==> src/rtl/ball_bounce_controller_if.sv <==
// rtl/ball_bounce_controller_if.sv - frame/hit/serve inputs and ball outputs of the bounce controller
//
// Purpose: bundles the frame timing, collision and serve inputs together with the
//   ball position and status outputs.
// Signals:
//   startOfFrame  1-clk pulse per frame
//   hit_pulse     1-clk collision pulse from the game controller
//   hit_edge[3:0] touched side [3]top [2]bottom [1]left [0]right, valid with hit_pulse
//   serve         level request to launch the ball
//   topLeftX/Y    signed ball top-left pixel coordinate
//   ball_lost     1-clk pulse when the ball leaves past the bottom edge
//   in_play       ball is live (not parked at the serve position)
// Modports: master = game side (drives inputs), slave = bounce controller.
interface ball_bounce_controller_if;
  logic               startOfFrame;
  logic               hit_pulse;
  logic [3:0]         hit_edge;
  logic               serve;
  logic signed [10:0] topLeftX;
  logic signed [10:0] topLeftY;
  logic               ball_lost;
  logic               in_play;

  modport master (
    output startOfFrame, hit_pulse, hit_edge, serve,
    input  topLeftX, topLeftY, ball_lost, in_play
  );

  modport slave (
    input  startOfFrame, hit_pulse, hit_edge, serve,
    output topLeftX, topLeftY, ball_lost, in_play
  );
endinterface

==> src/rtl/ball_bounce_controller.sv <==
// rtl/ball_bounce_controller.sv - reflects ball velocity on hits/walls and integrates position per frame
//
// Purpose: collects hit edges during a frame, reflects the velocity once per frame,
//   then moves the ball by one velocity step. A ball leaving past the bottom edge
//   pulses ball_lost and is parked at the serve position until serve is seen on a
//   startOfFrame.
// Ports:
//   clk    system clock
//   reset  asynchronous, active-high
//   bus    ball_bounce_controller_if.slave (frame/hit/serve in, position/status out)
// Configuration: define BALL_SPEEDUP_EN to raise |vy| by SPEEDUP_STEP (capped at
//   MAX_SPEED) on every frame in which a hit-edge reflection is applied.
module ball_bounce_controller #(
  parameter int INIT_X       = 280,
  parameter int INIT_Y       = 185,
  parameter int INIT_VX      = 64,
  parameter int INIT_VY      = -128,
  parameter int FIXED_SHIFT  = 6,
  parameter int SCREEN_W     = 640,
  parameter int SCREEN_H     = 480,
  parameter int OBJ_SIZE     = 16,
  parameter int SPEEDUP_STEP = 8,
  parameter int MAX_SPEED    = 512
) (
  input  logic                     clk,
  input  logic                     reset,
  ball_bounce_controller_if.slave  bus
);

  localparam int POS_W = 11 + FIXED_SHIFT;

  localparam logic signed [POS_W-1:0] INIT_PX = POS_W'(INIT_X * (1 << FIXED_SHIFT));
  localparam logic signed [POS_W-1:0] INIT_PY = POS_W'(INIT_Y * (1 << FIXED_SHIFT));
  localparam logic signed [POS_W-1:0] INIT_V_X = POS_W'(INIT_VX);
  localparam logic signed [POS_W-1:0] INIT_V_Y = POS_W'(INIT_VY);
  localparam logic signed [10:0] X_MAX = 11'(SCREEN_W - OBJ_SIZE);
  localparam logic signed [10:0] Y_LOST = 11'(SCREEN_H);

  typedef enum logic [1:0] {S_SERVE, S_RUN, S_UPD_V, S_UPD_P} state_t;

  state_t state, state_nxt;

  logic signed [POS_W-1:0] pos_x, pos_y, vel_x, vel_y;
  logic [3:0]              pend_edge;
  logic                    lost_q;

  logic signed [10:0]      pix_x, pix_y, new_pix_y;
  logic signed [POS_W-1:0] sum_x, sum_y;
  logic signed [POS_W-1:0] abs_vx, abs_vy, vy_mag;
  logic signed [POS_W-1:0] vx_new, vy_new;
  logic                    edge_x, edge_y, lost;

  // Arithmetic shift right by FIXED_SHIFT, low 11 bits, is exactly the top slice.
  assign pix_x     = pos_x[POS_W-1:FIXED_SHIFT];
  assign pix_y     = pos_y[POS_W-1:FIXED_SHIFT];
  assign sum_x     = pos_x + vel_x;
  assign sum_y     = pos_y + vel_y;
  assign new_pix_y = sum_y[POS_W-1:FIXED_SHIFT];
  assign lost      = (new_pix_y >= Y_LOST);

  assign abs_vx = vel_x[POS_W-1] ? -vel_x : vel_x;
  assign abs_vy = vel_y[POS_W-1] ? -vel_y : vel_y;

  // Opposite edges hit together cancel out, so only a lone edge reflects.
  assign edge_x = pend_edge[1] ^ pend_edge[0];
  assign edge_y = pend_edge[3] ^ pend_edge[2];

`ifdef BALL_SPEEDUP_EN
  localparam logic signed [POS_W-1:0] STEP_V = POS_W'(SPEEDUP_STEP);
  localparam logic signed [POS_W-1:0] MAX_V  = POS_W'(MAX_SPEED);
  logic signed [POS_W-1:0] vy_fast;
  assign vy_fast = abs_vy + STEP_V;
  assign vy_mag  = (edge_x || edge_y) ? ((vy_fast > MAX_V) ? MAX_V : vy_fast) : abs_vy;
`else
  logic unused_speedup_cfg;
  assign unused_speedup_cfg = ^{SPEEDUP_STEP[0], MAX_SPEED[0]};
  assign vy_mag = abs_vy;
`endif

  // Hit edges first, then walls; a wall always forces travel back into the field.
  always_comb begin
    vx_new = vel_x;
    vy_new = vel_y[POS_W-1] ? -vy_mag : vy_mag;
    if (edge_y) vy_new = pend_edge[3] ? vy_mag : -vy_mag;
    if (edge_x) vx_new = pend_edge[1] ? abs_vx : -abs_vx;
    if (pix_x <= 11'sd0)     vx_new = abs_vx;
    else if (pix_x >= X_MAX) vx_new = -abs_vx;
    if (pix_y <= 11'sd0)     vy_new = vy_mag;
  end

  always_ff @(posedge clk or posedge reset) begin
    if (reset) state <= S_SERVE;
    else       state <= state_nxt;
  end

  always_comb begin
    state_nxt = state;
    case (state)
      S_SERVE: if (bus.serve && bus.startOfFrame) state_nxt = S_RUN;
      S_RUN:   if (bus.startOfFrame) state_nxt = S_UPD_V;
      S_UPD_V: state_nxt = S_UPD_P;
      S_UPD_P: state_nxt = lost ? S_SERVE : S_RUN;
      default: state_nxt = S_SERVE;
    endcase
  end

  always_comb begin
    bus.topLeftX  = pix_x;
    bus.topLeftY  = pix_y;
    bus.ball_lost = lost_q;
    bus.in_play   = (state != S_SERVE);
  end

  always_ff @(posedge clk or posedge reset) begin
    if (reset) begin
      pos_x     <= INIT_PX;
      pos_y     <= INIT_PY;
      vel_x     <= INIT_V_X;
      vel_y     <= INIT_V_Y;
      pend_edge <= 4'b0000;
      lost_q    <= 1'b0;
    end else begin
      lost_q <= 1'b0;
      case (state)
        S_SERVE: begin
          pos_x     <= INIT_PX;
          pos_y     <= INIT_PY;
          vel_x     <= INIT_V_X;
          vel_y     <= INIT_V_Y;
          pend_edge <= 4'b0000;
        end
        S_RUN: begin
          if (bus.hit_pulse) pend_edge <= pend_edge | bus.hit_edge;
        end
        S_UPD_V: begin
          vel_x <= vx_new;
          vel_y <= vy_new;
          // A pulse landing on this clock belongs to the next frame.
          pend_edge <= bus.hit_pulse ? bus.hit_edge : 4'b0000;
        end
        S_UPD_P: begin
          if (lost) begin
            pos_x     <= INIT_PX;
            pos_y     <= INIT_PY;
            vel_x     <= INIT_V_X;
            vel_y     <= INIT_V_Y;
            pend_edge <= 4'b0000;
            lost_q    <= 1'b1;
          end else begin
            pos_x <= sum_x;
            pos_y <= sum_y;
            if (bus.hit_pulse) pend_edge <= pend_edge | bus.hit_edge;
          end
        end
        default: ;
      endcase
    end
  end

endmodule

==> src/flat_wrapper.sv <==
// flat-port wrapper written by rule: the top's interface ports become plain ports
module ball_bounce_controller_flat 
#(
  parameter int INIT_X       = 280,
  parameter int INIT_Y       = 185,
  parameter int INIT_VX      = 64,
  parameter int INIT_VY      = -128,
  parameter int FIXED_SHIFT  = 6,
  parameter int SCREEN_W     = 640,
  parameter int SCREEN_H     = 480,
  parameter int OBJ_SIZE     = 16,
  parameter int SPEEDUP_STEP = 8,
  parameter int MAX_SPEED    = 512
)
  (clk, reset, bus_startOfFrame, bus_hit_pulse, bus_hit_edge, bus_serve, bus_topLeftX, bus_topLeftY, bus_ball_lost, bus_in_play);
  ball_bounce_controller_if bus_i ();
  input  logic clk;
  input  logic reset;
  input wire logic [$bits(bus_i.startOfFrame)-1:0] bus_startOfFrame;
  input wire logic [$bits(bus_i.hit_pulse)-1:0] bus_hit_pulse;
  input wire logic [$bits(bus_i.hit_edge)-1:0] bus_hit_edge;
  input wire logic [$bits(bus_i.serve)-1:0] bus_serve;
  output wire logic [$bits(bus_i.topLeftX)-1:0] bus_topLeftX;
  output wire logic [$bits(bus_i.topLeftY)-1:0] bus_topLeftY;
  output wire logic [$bits(bus_i.ball_lost)-1:0] bus_ball_lost;
  output wire logic [$bits(bus_i.in_play)-1:0] bus_in_play;
  assign bus_i.startOfFrame = bus_startOfFrame;
  assign bus_i.hit_pulse = bus_hit_pulse;
  assign bus_i.hit_edge = bus_hit_edge;
  assign bus_i.serve = bus_serve;
  assign bus_topLeftX = bus_i.topLeftX;
  assign bus_topLeftY = bus_i.topLeftY;
  assign bus_ball_lost = bus_i.ball_lost;
  assign bus_in_play = bus_i.in_play;
  ball_bounce_controller #(.INIT_X(INIT_X), .INIT_Y(INIT_Y), .INIT_VX(INIT_VX), .INIT_VY(INIT_VY), .FIXED_SHIFT(FIXED_SHIFT), .SCREEN_W(SCREEN_W), .SCREEN_H(SCREEN_H), .OBJ_SIZE(OBJ_SIZE), .SPEEDUP_STEP(SPEEDUP_STEP), .MAX_SPEED(MAX_SPEED)) u_core (.clk(clk), .reset(reset), .bus(bus_i));
endmodule
==> config.mk <==
export PLATFORM = sky130hd
export DESIGN_NAME = ball_bounce_controller_flat
export DESIGN_NICKNAME = d
export VERILOG_FILES = /design/src/rtl/ball_bounce_controller_if.sv /design/src/rtl/ball_bounce_controller.sv /design/src/flat_wrapper.sv
export SDC_FILE = /design/constraint.sdc
export NUM_CORES = 1
export LEC_CHECK = 0
export ABC_AREA = 0
export ABC_CLOCK_PERIOD_IN_PS = 4180
export CAP_MARGIN = 20
export CORE_AREA = 2 2 161 100
export DETAILED_ROUTE_END_ITERATION = 16
export DIE_AREA = 0 0 163 102
export HOLD_SLACK_MARGIN = 0.12
export SLEW_MARGIN = 20
export SYNTH_ARGS = -nofsm -noshare
export SYNTH_HDL_FRONTEND = slang
export SYNTH_SLANG_ARGS = --single-unit
==> constraint.sdc <==
create_clock -name clk -period 4.18 [get_ports clk]
set_input_delay 1.254 -clock clk [delete_from_list [all_inputs] [get_ports clk]]
set_output_delay 1.254 -clock clk [all_outputs]
set_load 0.02 [all_outputs]
-- Yosys cells after proc, flatten, opt, wreduce, memory -nomap -nowiden
Cells that the tools add are included.
- word-level logic and storage cells: 63
- register bits: 75
- output and inout bits: 24
- reduce and logical (&&, ||, !) cells: 8
- muxes and demuxes: 28
- bitwise logic cells: 3
- magnitude comparators: 4
- add/subtract/negate cells: 6
- equal/unequal tests: 7
- operator list (operator ; count):
    $mux 17 ; 14
    $pmux 17 s3 ; 2
    $neg 17->17 ; 4
    $pmux 17 s2 ; 2
    $add 17x17->17 ; 2
    $le 11x1->1 const B ; 2
    $pmux 4 s4 ; 1
    $mux 4 ; 3
    $ge 11x10->1 const B ; 1
    $ge 11x11->1 const B ; 1
    $pmux 2 s4 ; 1
    $eq 2x2->1 const B ; 2
    $mux 2 ; 2
    $ne 2x1->1 const B ; 2
    $ne 4x1->1 const B ; 1
    $or 4x4->4 ; 1
    $reduce_and 2->1 ; 2
    $reduce_bool 2->1 ; 2
    $mux 1 ; 3
    $reduce_and 3->1 ; 1
    $reduce_bool 3->1 ; 1
    $eq 2x1->1 const B ; 1
    $logic_not 2->1 ; 1
    $ne 2x2->1 const B ; 1
    2 further kinds ; 3

-- Logic depth before layout (Yosys ltp)
Gate-level depths: netlist (run 1).
- word-level depth: 8
- depth in mapped cells: 12

-- Worst setup path before layout (run 1)
Ideal clock, no wire load.
- path type: register to register
- start: register u_core.vel_y[16]
- end: register u_core.vel_y[7]
- arrival time: 3031 ps
- stages on the path, launching flop included: 12
- period minus slack after synthesis: 3112 ps
- path buffers: 3
- setup slack: 1068 ps
- library setup time: 81 ps
- path through: dfstp_2 -> clkbuf_1 -> clkbuf_1 -> clkbuf_1 -> mux2i_1 -> ha_1 -> and3_1 -> a311o_1 -> o21ai_0 -> a221o_1 -> or3_1 -> o221a_1
- cells in the longest elaborated chain, start to end: 6
- elaborated cells between the ends (all ways): 11
- those cells by class: add/sub: 2; order compare: 1; eq/ne: 1; mux: 6; reduce/logical: 1
- RTL lines (what ; line ; text):
    start: declaration ; ball_bounce_controller.sv:43 ; logic signed [POS_W-1:0] pos_x, pos_y, vel_x, vel_y;
    start signal: assignment ; ball_bounce_controller.sv:137 ; vel_y <= vy_new;
    parallel branches: the longest is 6 deep, another holds $add 17x17->17 ; -- ;
Parallel ways; which one is timed is not known.
A chain may end at the register's enable or synchronous reset.

-- Worst setup path after layout (run 1)
- start: register u_core.vel_y[2]
- end: register u_core.vel_y[16]
- cells in the longest elaborated chain, start to end: 7
- elaborated cells between the ends (all ways): 12
- those cells by class: add/sub: 3; order compare: 1; eq/ne: 1; mux: 6; reduce/logical: 1
- RTL lines (what ; line ; text):
    $neg 17->17 ; ball_bounce_controller.sv:62 ; assign abs_vy = vel_y[POS_W-1] ? -vel_y : vel_y;
    $mux 17 ; ball_bounce_controller.sv:62 ;
    $neg 17->17 ; ball_bounce_controller.sv:83, ball_bounce_controller.sv:84 ;
    $mux 17, on equally long branches ; ball_bounce_controller.sv:83, ball_bounce_controller.sv:84 ;
    $mux 17 ; ball_bounce_controller.sv:84 ; if (edge_y) vy_new = pend_edge[3] ? vy_mag : -vy_mag;
    $mux 17 ; ball_bounce_controller.sv:88 ; if (pix_y <= 11'sd0) vy_new = vy_mag;
    $pmux 17 s3 ; ball_bounce_controller.sv:124 ; case (state)
Parallel ways exist; a longest one is shown, timed or not.

==> results of run 1 <==
==> worst reg2reg max path: stages (launching register included) <==
cell and delay (ns):
dfrtp_1 0.50, ha_1 0.40, a21oi_1 0.13, o22ai_1 0.53
a211oi_1 0.16, a311oi_1 0.35, and4b_4 0.34, o21ai_4 0.08
a21oi_1 0.50, buf_4 0.28, mux2_2 0.35
==> Yosys cell counts, types with 23 or more instances <==
cell / n / share of area
dfrtp_1: 52 / 0.19
xnor2_1: 31 / 0.041
nor2_1: 42 / 0.024
buf_4: 23 / 0.026
inv_1: 38 / 0.021
nand3_1: 33 / 0.025
nand2_1: 78 / 0.044
a21oi_1: 39 / 0.029
clkbuf_1: 25 / 0.014
o21ai_0: 27 / 0.020
o31ai_1: 30 / 0.034
ha_1: 43 / 0.081
xor2_1: 31 / 0.041
==> routing by layer <==
| layer | vias to the layer above | GRT usage | wire length (um) |
|---|---|---|---|
| met2 | 197 | 0.332 | 7570 |
| met1 | 2958 | 0.381 | 10200 |
| met3 | 19 | 0.0536 | 1620 |
| met4 | 0 | 0.0517 | 157 |
| li1 | 2899 | - | - |
| met5 | - | 0 | 0 |
==> kinds of logic (layout without fill, tap and decap cells) <==
logic type | count (synthesis) | in the layout | synth area share
xor gates and xnor gates | 66 | 66 | 0.0911
DFF | 71 | 71 | 0.270
AOI/OAI and AO/OA | 222 | 222 | 0.248
and+or+nand+nor | 274 | 274 | 0.214
adders and majority gates | 43 | 43 | 0.0806
muxes | 9 | 9 | 0.0141
buffers and inverters | 102 | 99 | 0.0821
==> through the flow <==
stage / utilization / cell area [sq um] / hold WS, ns
2_1_floorplan: - / 6680 / 0.447
3_3_place_gp: 0.460 / 6950 / 0.464
3_5_place_dp: 0.460 / 6950 / 0.483
4_1_cts: 0.484 / 7310 / 0.496
5_1_grt: 0.484 / 7310 / 0.504
6_report: 0.484 / 7310 / 0.498
==> flip-flops by register name (all words and copies together) (netlist names) <==
signal and cells:
u_core.pos_y 16, u_core.vel_y 16, u_core.bus.ball_lost 1, u_core.pend_edge 4, u_core.state 2, u_core.pos_x 16, u_core.vel_x 16
==> area by class of cell <==
type                            count  area (sq um)  share of cell area
Clock inverter                      6           116              0.0159
Inverter                           39           146              0.0200
Tap cell                          203           254              0.0348
Multi-Input combinational cell    614          4330               0.592
Timing Repair Buffer               44           423              0.0579
Sequential cell                    71          1800               0.246
Clock buffer                       10           239              0.0327
==> path summary, 6_finish.rpt <==
kind | startpoint | endpoint | cells after the start
max | u_core.vel_y[2]$_DFFE_PP0P_ | u_core.vel_y[16]$_DFFE_PP1P_ | 10
max in group asynchronous | reset | u_core.pos_x[9]$_DFFE_PP1P_ | 3
min | u_core.pos_x[5]$_DFFE_PP0P_ | u_core.pos_x[5]$_DFFE_PP0P_ | 2
min reg2reg | u_core.pos_x[5]$_DFFE_PP0P_ | u_core.pos_x[5]$_DFFE_PP0P_ | 2
min in group asynchronous | reset | u_core.vel_x[3]$_DFFE_PP0P_ | 2
max reg2reg | u_core.vel_y[2]$_DFFE_PP0P_ | u_core.vel_y[16]$_DFFE_PP1P_ | 10
==> where the power goes <==
part / leakage [uW] / internal (uW) / switching (uW) / total, uW
combinational: 0.00192 / 1750 / 2860 / 4620
sequential: 0.000909 / 913 / 364 / 1280
clock: 0.000173 / 604 / 324 / 927
==> impl_metrics.tcl, run 1 <==
set metrics [dict create \
    cp_top_family "compound AO/OA/AOI/OAI gates" \
    dp_hpwl_um 14600 \
    grt_max_degree 41 \
    antenna_cells 0 \
    yosysUniqueCellTypes 94 \
    fmax_mhz 270 \
    grt_usage 0.242 \
    cpMaxStageDelayCell "o22ai_1" \
    end_kind "register" \
    slowest_delay_ns 0.53 \
    slew_headroom 0.413 \
    tns_ns 0 \
    cellPowerDensity_mw_per_mm2 933 \
    synth_edf_count 0 \
    hold_buffers 0 \
    syn_inst 787 \
    ant_nets 0 \
    post_cts_buffers 0 \
    grt_overflow 0 \
    ctsResizeCount 0 \
    path_common_cell "a21oi_1" \
    viasPerCell 6.15 \
    cts_tree "done" \
    path_max_fanout 9 \
    nFillCells 1438 \
    hp-class "reg -> reg" \
    start_util 0.442 \
    drv_cap 0 \
    grt_pass1_wl_um 31300 \
    fin_ws_ns 0.478 \
    cp_data_arrival_time_ns 3.97 \
    syn_area_per_cell_sq_um 8.48 \
    numPlacedInstances 971 \
    vias 6073 \
    antenna_found_initial 0 \
    root_buffer "clkbuf_16" \
    status "finished clean" \
    drt_pass1_iterations 5 \
    min_period_ns 3.70 \
    place_ws_ns 0.587 \
    leakagePower_uw 0.00300 \
    grt_pass1_vias 5656 \
    row_count 35 \
    route.detailed.wl_per_inst_um 19.8 \
    syn_area_sq_mm 0.00668 \
    finalWirelength_um 19500 \
    vdd_drop_max_uv 348 \
    path_clk_slew_ns 0.06 \
    die_h_um 102 \
    fin_nets 831 \
    final_cell_mix "nand2_1 (78), dfrtp_1 (52), ha_1 (43)" \
    clk_path_buf_depth 2 \
    synth_nets 839 \
    die-area_sq_mm 0.0166 \
    core_sq_mm 0.0151 \
    cts_buffers 9 \
    worstPathRequired_ns 4.45 \
    synth_top_flop_cell "dfrtp_1" \
    drc 0 \
    fp.dieW_um 163 \
    place_congestion 0.883 \
    port_buffers 32 \
    worstSetupStartpointType "register" \
    period_share 0.886 \
    setup_violations 0 \
    worst_pin_slew_ns 0.881 \
    setup.worst_path.class "reg -> reg" \
    reg2reg_slack_ns 0.48 \
    first_iter_violations 539 \
    report.final.slew_viol_count 0 \
    h-tree-depth 3 \
    ys_warn_count 0 \
    cts_sinks 71 \
    synthArstFlopShare 1.00 \
    ys_ff_latch 71 \
    synth_seq_area_share 0.270 \
    drive_above_1_share 0.108 \
    clock-skew-final_ns 0.00709 \
    final_common_cell "nand2_1" \
    grt_setup_unrepaired "false" \
    crit_chain "ha_1 -> a21oi_1 -> o22ai_1 -> a211oi_1 -> a311oi_1 -> and4b_4 -> o21ai_4 -> a21oi_1 -> buf_4 -> mux2_2" \
    instances_no_fill 987 \
    boundaryPins 33 \
    hold_violations 0 \
    power.total_uw 6820 \
    worstSkewPairLatency_ns 0.34 \
    area_growth_pct 9.45 \
    crit_buf_inv 1 \
]
Note: power is estimated with default switching activity, not from simulation.
==> run 2: changes to the inputs <==
--- a/config.mk
+++ b/config.mk
@@ -12,6 +12,7 @@
 export DETAILED_ROUTE_END_ITERATION = 16
 export DIE_AREA = 0 0 163 102
 export HOLD_SLACK_MARGIN = 0.12
+export SETUP_SLACK_MARGIN = 0.4
 export SLEW_MARGIN = 20
 export SYNTH_ARGS = -nofsm -noshare
 export SYNTH_HDL_FRONTEND = slang
==> run 2 against run 1 <==
Effect of this change: final cell count unchanged; cell area up 0.14%; hold slack got worse by 0.0018 ns; via count is 0.28% higher; clock power barely moved; clock-buffer cell count did not move; worst setup slack gained 0.18 ns; combinational power about the same; non-clock buffer count unchanged; clock skew barely moved; critical endpoint is now u_core.pos_x[4]$_DFFE_PP0P_; largest cell class unchanged.
==> impl_metrics.tcl, run 2 (same netlist as run 1, synthesis figures left out) <==
set metrics [dict create \
    grt_usage 0.242 \
    min_period_ns 3.52 \
    drive_above_1_share 0.111 \
    clock-skew-final_ns 0.00674 \
    viasPerCell 6.17 \
    rr_endpoint "u_core.pos_x[4]$_DFFE_PP0P_" \
    path_max_fanout 26 \
    drv_cap 0 \
    die_h_um 102 \
    grt_setup_unrepaired "false" \
    dp_hpwl_um 14600 \
    worstSkewPairLatency_ns 0.34 \
    grt_overflow 0 \
    cpMaxStageDelayCell "o41ai_1" \
    fin_ws_ns 0.660 \
    route.detailed.wl_per_inst_um 19.7 \
    r2r_cells 9 \
    hold_violations 0 \
    min_to "u_core.pos_x[3]$_DFFE_PP0P_" \
    setup_violations 0 \
    worstPathRequired_ns 4.38 \
    slowest_delay_ns 0.55 \
    drc 0 \
    area_growth_pct 9.60 \
    vias 6090 \
    antenna_cells 0 \
    crit_buf_inv 0 \
    die-area_sq_mm 0.0166 \
    start_util 0.442 \
    worstHoldStart "u_core.pos_x[3]$_DFFE_PP0P_" \
    first_iter_violations 564 \
    port_buffers 32 \
    setup.worst_path.class "reg -> reg" \
    ant_nets 0 \
    leakagePower_uw 0.00300 \
    startpoint "u_core.vel_y[2]$_DFFE_PP0P_" \
    cts_tree "done" \
    hold_buffers 0 \
    cts_buffers 9 \
    post_cts_buffers 0 \
    worstSetupStartpointType "register" \
    worst_pin_slew_ns 0.879 \
    h-tree-depth 3 \
    crit_chain "ha_1 -> a21oi_1 -> o22ai_2 -> a21o_1 -> or3_1 -> and4b_4 -> o21ai_4 -> nand2_2 -> o41ai_1" \
    r2r_start "u_core.vel_y[2]$_DFFE_PP0P_" \
    reg2reg_slack_ns 0.66 \
    cts_sinks 71 \
    final_cell_mix "nand2_1 (78), dfrtp_1 (52), ha_1 (43)" \
    antenna_found_initial 0 \
    slew_headroom 0.414 \
    boundaryPins 33 \
    row_count 35 \
    fin_nets 831 \
    tns_ns 0 \
    cp_data_arrival_time_ns 3.72 \
    root_buffer "clkbuf_16" \
    status "finished clean" \
    cp_top_family "compound AO/OA/AOI/OAI gates" \
    final_common_cell "nand2_1" \
    clk_path_buf_depth 2 \
    place_congestion 0.883 \
    hold_ws_ns 0.496 \
    vdd_drop_max_uv 346 \
    finalWirelength_um 19500 \
    drt_pass1_iterations 6 \
    period_share 0.842 \
    core_sq_mm 0.0151 \
    report.final.slew_viol_count 0 \
    fmax_mhz 284 \
    place_ws_ns 0.587 \
    grt_pass1_vias 5656 \
    cellPowerDensity_mw_per_mm2 933 \
    grt_max_degree 41 \
    worstHoldPathCells 2 \
    hp-class "reg -> reg" \
    fp.dieW_um 163 \
    grt_pass1_wl_um 31300 \
    end_kind "register" \
    path_clk_slew_ns 0.06 \
]
-- run 2: cell counts in the layout (fill, tap and decap cells not counted) --
Identical to the previous run, type by type.
-- run 2: worst max-delay path by stage --
stage	endpoint	slack (ns)	cells after the start
floorplan	u_core.vel_y[7]$_DFFE_PP1P_	1.07	11
global placement	u_core.vel_y[15]$_DFFE_PP1P_	0.59	10
detailed placement	u_core.vel_y[16]$_DFFE_PP1P_	0.59	10
CTS	u_core.vel_y[16]$_DFFE_PP1P_	0.56	10
global route	u_core.pos_x[4]$_DFFE_PP0P_	0.43	9
finish	u_core.pos_x[4]$_DFFE_PP0P_	0.66	9
-- run 2: repair_timing --
| action | CTS | global route |
|---|---|---|
| setup endpoints to repair | 0 | 4 |
| hold endpoints to repair | 0 | 0 |
| resized for setup | 0 | 2 |
-- run 2: worst register-to-register path, stage by stage, from the launching register on --
cell and delay (ns):
dfrtp_1 0.49, ha_1 0.39, a21oi_1 0.31, o22ai_2 0.22
a21o_1 0.26, or3_1 0.31, and4b_4 0.22, o21ai_4 0.20
nand2_2 0.42, o41ai_1 0.56
-- run 2: layer usage --
layer  up-vias  wire length [um]  share of wire  global-route usage
met5         -                 0              0                   0
met4         0               128         0.0066              0.0517
met3        17              1660          0.085              0.0536
met2       223              7540           0.39               0.332
met1      2958             10100           0.52               0.381
li1       2892                 -              -                   -
-- run 2: per-stage QoR --
step            util  cell area, sq um  std cells  total power, uW
3_5_place_dp   0.460              6950        971             5780
3_3_place_gp   0.460              6950        971             5720
5_1_grt        0.484              7320        987             7310
4_1_cts        0.484              7310        987             6730
6_report       0.484              7320        987             6820
2_1_floorplan      -              6680        787             4690
-- run 2: area by class of cell --
class	instances	area, sq um
clock buffers	10	239
clock inverters	6	116
fillers	1438	7790
inverters	39	146
multi-input cells	614	4340
flip-flops and latches	71	1800
well taps	203	254
repair buffers	44	423
-- run 2: where the power goes --
part	switching [uW]	internal, uW	total, uW
Combinational	2860	1760	4620
Sequential	364	913	1280
Clock	324	604	927
==> run 3: changes to the inputs <==
--- a/config.mk
+++ b/config.mk
@@ -6,7 +6,7 @@
 export NUM_CORES = 1
 export LEC_CHECK = 0
 export ABC_AREA = 0
-export ABC_CLOCK_PERIOD_IN_PS = 4180
+export ABC_CLOCK_PERIOD_IN_PS = 2800
 export CAP_MARGIN = 20
 export CORE_AREA = 2 2 161 100
 export DETAILED_ROUTE_END_ITERATION = 16
==> constraint.sdc (replaced) <==
create_clock -name clk -period 2.8 [get_ports clk]
set_input_delay 0.84 -clock clk [delete_from_list [all_inputs] [get_ports clk]]
set_output_delay 0.84 -clock clk [all_outputs]
set_load 0.02 [all_outputs]
==> run 3 against run 2 <==
Effect of this change: largest cell class unchanged; the flow now finishes with violations (setup timing); final cell count increased by 15%; global-route usage up 2.3 points; critical path depth grew 1; routed wire length is 17% higher; sequential cell count did not move; highest routed layer unchanged; sequential share of layout area decreased by 5.9 points.
==> impl_metrics.tcl, run 3 (same netlist as run 1, synthesis figures left out) <==
set metrics [dict create \
    status "finished, violations left" \
    failed_checks "setup timing" \
    die-area_sq_mm 0.0166 \
    grt_usage 0.265 \
    fp.dieW_um 163 \
    drt_pass1_iterations 5 \
    worstSetupStartpointType "register" \
    first_iter_violations 603 \
    row_count 35 \
    place_ws_ns -0.211 \
    grt_pass1_vias 6364 \
    clock-skew-final_ns 0.00852 \
    highest_layer "met4" \
    end_kind "register" \
    fin_ws_ns -0.0669 \
    root_buffer "clkbuf_16" \
    grt_setup_unrepaired "true" \
    boundaryPins 33 \
    hp-class "reg -> reg" \
    path_max_fanout 7 \
    min_period_ns 2.87 \
    worst_pin_slew_ns 0.702 \
    period_share 1.02 \
    final_common_cell "buf_4" \
    final_cell_mix "buf_4 (129), nand2_1 (76), dfrtp_1 (43)" \
    worstSkewPairLatency_ns 0.34 \
    grt_overflow 0 \
    place_congestion 0.957 \
    setup_violations 32 \
    report.final.slew_viol_count 0 \
    die_h_um 102 \
    area_growth_pct 45.0 \
    nFillCells 1174 \
    port_buffers 32 \
    worstPathRequired_ns 3.08 \
    ant_nets 0 \
    drc 0 \
    hold_buffers 0 \
    path_clk_slew_ns 0.06 \
    antenna_cells 0 \
    drive_above_1_share 0.408 \
    vias 6854 \
    clk_path_buf_depth 2 \
    grt_pass1_wl_um 34400 \
    grt_max_degree 52 \
    fin_nets 977 \
    route.detailed.wl_per_inst_um 20.1 \
    wl_met3_um 1760 \
    finalWirelength_um 22800 \
    start_util 0.442 \
    setup.worst_path.class "reg -> reg" \
    cts_sinks 71 \
    fmax_mhz 349 \
    wl_met1_um 11300 \
    slew_headroom 0.532 \
    viasPerCell 6.05 \
    h-tree-depth 3 \
    cp_data_arrival_time_ns 3.15 \
    hold_violations 0 \
    drv_cap 0 \
    antenna_found_initial 0 \
    cts_buffers 9 \
    cts_tree "done" \
    wl_met2_um 9500 \
    postLayoutCoreUtil 0.641 \
    dp_hpwl_um 16000 \
    core_sq_mm 0.0151 \
]
-- run 3: cell count changes in the layout (fill, tap and decap cells not counted), sizes merged --
cell           before  now
inv                40   38
buf                12  157
clkbuf             10   11
dlygate4sd2         0    7
clkdlybuf4s50      32   23
dlymetal6s2s        0    2
bufinv              3    2
clkinvlp            0    3
-- run 3: final cells by class --
class	instances	area, sq um	share of cell area
flip-flops and latches	71	1810	0.187
inverters	39	153	0.0158
clock inverters	6	85.1	0.00879
multi-input cells	614	5450	0.562
well taps	203	254	0.0262
clock buffers	10	229	0.0237
repair buffers	190	1700	0.176
-- run 3: final timing paths --
path | cells after the start | start | end | slack [ns]
worst min-delay path | 2 | u_core.pos_x[5]$_DFFE_PP0P_ | u_core.pos_x[5]$_DFFE_PP0P_ | 0.50
max in group asynchronous | 3 | reset | u_core.pos_y[9]$_DFFE_PP1P_ | 1.23
worst max register to register | 10 | u_core.vel_y[9]$_DFFE_PP1P_ | u_core.vel_x[6]$_DFFE_PP1P_ | -0.07
min in group asynchronous | 2 | reset | u_core.bus.ball_lost$_DFF_PP0_ | 0.95
worst max-delay path | 10 | u_core.vel_y[9]$_DFFE_PP1P_ | u_core.vel_x[6]$_DFFE_PP1P_ | -0.07
worst min register to register | 2 | u_core.pos_x[5]$_DFFE_PP0P_ | u_core.pos_x[5]$_DFFE_PP0P_ | 0.50
-- run 3: critical path: stages, from the launching register on --
cell       delay, ns
dfstp_2         0.60
ha_4            0.24
and2_4          0.14
or4_4           0.50
o211ai_1        0.12
a311oi_2        0.08
and4b_4         0.26
o21a_4          0.26
o21ai_4         0.25
clkbuf_16       0.22
o221a_4         0.17
-- run 3: per-layer routing --
layer,up-vias,track usage
met4,0,0.0483
met5,-,0
met1,3352,0.414
met3,27,0.0540
li1,3200,-
met2,275,0.375
-- run 3: repair_timing --
item,CTS,global route
setup buffers,13,22
pin swaps,24,54
cloned,0,1
gates resized for setup,105,111
endpoints found under the hold margin,0,0
setup endpoints to repair,74,73
-- run 3: metrics by stage --
stage | instances | hold slack [ns] | cell area [sq um] | setup TNS (ns)
CTS | 1110 | 0.499 | 8870 | -0.0828
finish | 1133 | 0.498 | 9680 | -0.793
detailed placement | 1081 | 0.477 | 7930 | -5.39
global route | 1133 | 0.523 | 9680 | -4.77
floorplan | 787 | 0.453 | 6810 | 0
global placement | 1081 | 0.462 | 7930 | -4.71
Power of run 3 is not shown: default switching activity piles up to over one toggle a cycle in this logic, so the estimate is an artifact.
